$ cat src/rtl/binary_to_bcd_seq.sv
// binary_to_bcd_seq: one-bit-per-clock double-dabble converter; in: clk, rst, start, binary; out: ready, done, bcd, overflow
module binary_to_bcd_seq #(
  parameter int BIN_W  = 16,
  parameter int DIGITS = 5
) (
  input  logic                  clk,
  input  logic                  rst,
  input  logic                  start,
  input  logic [BIN_W-1:0]      binary,
  output logic                  ready,
  output logic                  done,
  output logic [4*DIGITS-1:0]   bcd,
  output logic                  overflow
);
  localparam int BW = 4*DIGITS;
  localparam int CW = $clog2(BIN_W+1);
  localparam logic [1:0] S_IDLE  = 2'd0;
  localparam logic [1:0] S_SHIFT = 2'd1;
  localparam logic [1:0] S_DONE  = 2'd2;
  logic [1:0]       r_state;
  logic [BIN_W-1:0] r_sh;
  logic [BW-1:0]    r_acc;
  logic [BW-1:0]    r_bcd;
  logic [CW-1:0]    r_cnt;
  logic             r_ovf;
  logic             r_ovf_out;
  logic             r_done;
  logic [BW-1:0]    w_adj;
  for (genvar g = 0; g < DIGITS; g++) begin : g_adj
    assign w_adj[4*g +: 4] = (r_acc[4*g +: 4] >= 4'd5) ? r_acc[4*g +: 4] + 4'd3 : r_acc[4*g +: 4];
  end
  always_ff @(posedge clk or posedge rst) begin
    if (rst) begin
      r_state   <= S_IDLE;
      r_sh      <= '0;
      r_acc     <= '0;
      r_cnt     <= '0;
      r_ovf     <= 1'b0;
      r_ovf_out <= 1'b0;
      r_done    <= 1'b0;
      r_bcd     <= '0;
    end else begin
      r_done <= 1'b0;
      if (r_state == S_IDLE && start) begin
        r_sh    <= binary;
        r_acc   <= '0;
        r_ovf   <= 1'b0;
        r_cnt   <= CW'(BIN_W);
        r_state <= S_SHIFT;
      end else if (r_state == S_SHIFT) begin
        r_acc <= {w_adj[BW-2:0], r_sh[BIN_W-1]};
        r_sh  <= r_sh << 1;
        r_ovf <= r_ovf | w_adj[BW-1];
        r_cnt <= r_cnt - CW'(1);
        if (r_cnt == CW'(1)) r_state <= S_DONE;
      end else if (r_state == S_DONE) begin
        r_bcd     <= r_ovf ? {DIGITS{4'h9}} : r_acc;
        r_ovf_out <= r_ovf;
        r_done    <= 1'b1;
        r_state   <= S_IDLE;
      end
    end
  end
  assign ready    = (r_state == S_IDLE);
  assign done     = r_done;
  assign bcd      = r_bcd;
  assign overflow = r_ovf_out;
endmodule

$ cat config.mk
export PLATFORM = sky130hd
export DESIGN_NAME = binary_to_bcd_seq
export DESIGN_NICKNAME = d
export VERILOG_FILES = /design/src/rtl/binary_to_bcd_seq.sv
export SDC_FILE = /design/constraint.sdc
export NUM_CORES = 1
export LEC_CHECK = 0
export ABC_AREA = 1
export BUFFER_PORTS_ARGS = -buffer_cell sky130_fd_sc_hd__buf_2
export CAP_MARGIN = 20
export CORE_MARGIN = 10
export CORE_UTILIZATION = 30
export CTS_CLUSTER_DIAMETER = 80
export DETAILED_ROUTE_END_ITERATION = 12
export GPL_ROUTABILITY_DRIVEN = 0
export PLACE_DENSITY_LB_ADDON = 0.1
export RECOVER_POWER = 50
export SLEW_MARGIN = 25
export SYNTH_ARGS = -nofsm -noshare
export SYNTH_HDL_FRONTEND = slang
export SYNTH_SLANG_ARGS = --single-unit
$ cat constraint.sdc
create_clock -name clk -period 3.5 [get_ports clk]
set_clock_uncertainty 0.15 [all_clocks]
set_input_delay 1.05 -clock clk [delete_from_list [all_inputs] [get_ports clk]]
set_output_delay 1.05 -clock clk [all_outputs]
set_load 0.05 [all_outputs]
==> flow_metrics.py <==
metrics = {
    "global_route": {
        "grt_max_degree": 67,
        "grt_use_total": 0.104,
        "overflow": 0,
        "grt_pass1_vias": 2560,
        "grt_pass1_wl_um": 12600,
        "grt_antenna_before_repair": 0,
    },
    "synthesis": {
        "async_flop_share": 1.00,
        "syn_area_um2": 3160,
        "netlist.top_cell.by_area": "dfrtp_1",
        "synth_seq_cells": 66,
        "synthCells": 389,
        "seq_area_frac_synth": 0.522,
        "syn-num-nets": 420,
        "synth_edf_count": 0,
        "synth_top_area_share": 0.522,
        "ys_top_cells_by_area": "dfrtp_1, nand2_1, nand3_1",
        "syn_area_per_cell_um2": 8.13,
        "yosysWarnings": 0,
        "yosysUniqueCellTypes": 22,
        "synth_flop_cell": "dfrtp_1",
    },
    "cells_and_area": {
        "syn_to_final_growth_pct": 15.7,
        "final_cell_mix": "nand2_1, dfrtp_1, nand3_1",
        "final_common_cell": "nand2_1",
        "fill_cells": 1113,
        "fin_nets": 465,
        "drive_above_1_share": 0.141,
        "diodes": 0,
    },
    "sta": {
        "fmax_ghz": 0.408,
        "period_share": 0.701,
        "setup_violations": 0,
        "timing.final.ws_setup_ns": 1.05,
        "min_period_ns": 2.45,
        "relSlewSlack": -0.122,
        "rsz0062_at_grt": "no",
        "tightest_slew_ns": 1.68,
        "tns_ns": 0,
        "hold_violations": 0,
        "finalMaxSlewViolations": 67,
    },
    "die": {
        "die_area_um2": 15000,
        "die_y_um": 123,
        "dieWidth_um": 123,
        "std_cell_rows": 37,
        "core_region_area_um2": 10300,
        "boundaryPins": 42,
        "start_util": 0.308,
    },
    "clocking": {
        "holdBufCountCts": 0,
        "cts.reportedPaths.clkPinSlew_ns": 0.07,
        "clock_latency_ns": 0.33,
        "cts_sinks": 66,
        "htree_levels": 3,
        "clock_path_buffers": 2,
        "cts_made_buffers": 9,
        "cts-resized-gates": 0,
        "cts_tree": "yes",
        "cts_root_buf": "clkbuf_8",
        "cts_setup_buffers": 0,
    },
    "drt": {
        "drtPass1Iterations": 4,
        "drt-total-wl_um": 7520,
        "drc": 0,
        "antenna_left": 0,
        "wl_per_cell_um": 13.1,
        "dr.first_iter.drc_count": 164,
        "num_vias": 2640,
        "vias_per_cell": 4.59,
    },
    "run": {
        "drv_cap": 1,
    },
    "placed_design": {
        "hpwl_um": 5110,
        "dp_worst_setup_slack_ns": 1.05,
        "place.port_buffers": 41,
    },
    "min_path": {
        "hold_path_class": "flop to flop",
    },
    "setup_path": {
        "cp-end-kind": "async pin",
        "rrSetupSlack_ns": 1.32,
        "crit_path_start_kind": "primary input",
        "crit_arrival_ns": 2.43,
        "worstPathRequired_ns": 3.48,
        "worstSetupPathType": "primary input to async pin",
        "critical_path_peak_fanout": 66,
    },
    "pwr": {
        "powerDensity_nw_per_um2": 1080,
        "ir_drop_mv": 0.393,
        "power_leakage_nw": 1.89,
    },
    "run_status": {
        "violations": "capacitance limit, slew limit",
        "status": "complete, but fails checks",
    },
}
through the flow:
stage | hold WS, ns | std cells | cell area [um^2] | utilization | total power, mW
final | 0.331 | 575 | 3660 | 0.356 | 3.96
after global routing | 0.357 | 575 | 3660 | 0.356 | 4.36
after CTS | 0.331 | 575 | 3680 | 0.358 | 4.04
after detailed placement | 0.320 | 559 | 3500 | 0.341 | 3.42
after global placement | 0.315 | 559 | 3500 | 0.341 | 3.40
after floorplan | 0.299 | 389 | 3160 | - | 2.97
final timing paths:
path | end | start | depth (start not counted)
worst min-delay path | r_sh[13]$_DFFE_PP0P_ | r_sh[12]$_DFFE_PP0P_ | 2
worst min register to register | r_sh[13]$_DFFE_PP0P_ | r_sh[12]$_DFFE_PP0P_ | 2
worst max-delay path | bcd[1]$_DFFE_PP0P_ | rst | 3
worst max register to register | bcd[15]$_DFFE_PP0P_ | r_state[0]$_DFFE_PP0P_ | 6
min in group asynchronous | r_state[0]$_DFFE_PP0P_ | rst | 3
max in group clk | ready | r_state[0]$_DFFE_PP0P_ | 2
power breakdown:
group	internal, mW	leakage (nW)	switching [mW]
clock	0.328	0.0914	0.275
sequential	1.12	0.801	0.233
combinational	0.585	1.00	1.42
total	2.04	1.89	1.92
synthesized netlist by cell type, types with 2 or more instances:
master,count
nand2_1,135
dfrtp_1,66
nand3_1,44
inv_1,37
nor2_1,18
o21ai_0,17
o21ai_1,14
ha_1,12
a21oi_1,11
nand4_1,11
buf_2,6
inv_2,6
buf_6,2
nand2_2,2
state kept, by name (all words and copies together), names as in the netlist:
name,count
bcd,20
done,1
overflow,1
r_acc,20
r_cnt,5
r_ovf,1
r_sh,16
r_state,2
metal layers:
metal | vias up | wire (um) | GRT usage
met5 | - | 0 | 0
met4 | 0 | 73 | 0.0442
met3 | 6 | 450 | 0.0289
met2 | 59 | 3350 | 0.159
met1 | 1239 | 3650 | 0.135
li1 | 1336 | - | -
kinds of logic after synthesis:
group / after synthesis / share of synthesized area
and+or+nand+nor: 212 / 0.281
AOI/OAI and AO/OA: 45 / 0.0736
DFF: 66 / 0.522
buffers and inverters: 54 / 0.0760
adders and majority gates: 12 / 0.0475
critical path, cell delays in order:
cell	delay, ns
buf_2	0.09
inv_1	0.04
clkbuf_2	1.21
area by class of cell:
class                      count  area, um^2  share of cell area
timing repair buffer          45         228              0.0623
inverter                      43         161              0.0441
tap                          136         170              0.0465
multi-input combinational    269        1270               0.347
clock buffer                  13         139              0.0380
clock inverter                 3        40.0              0.0109
sequential                    66        1650               0.452
No activity file was read; power rests on OpenSTA's default activity.
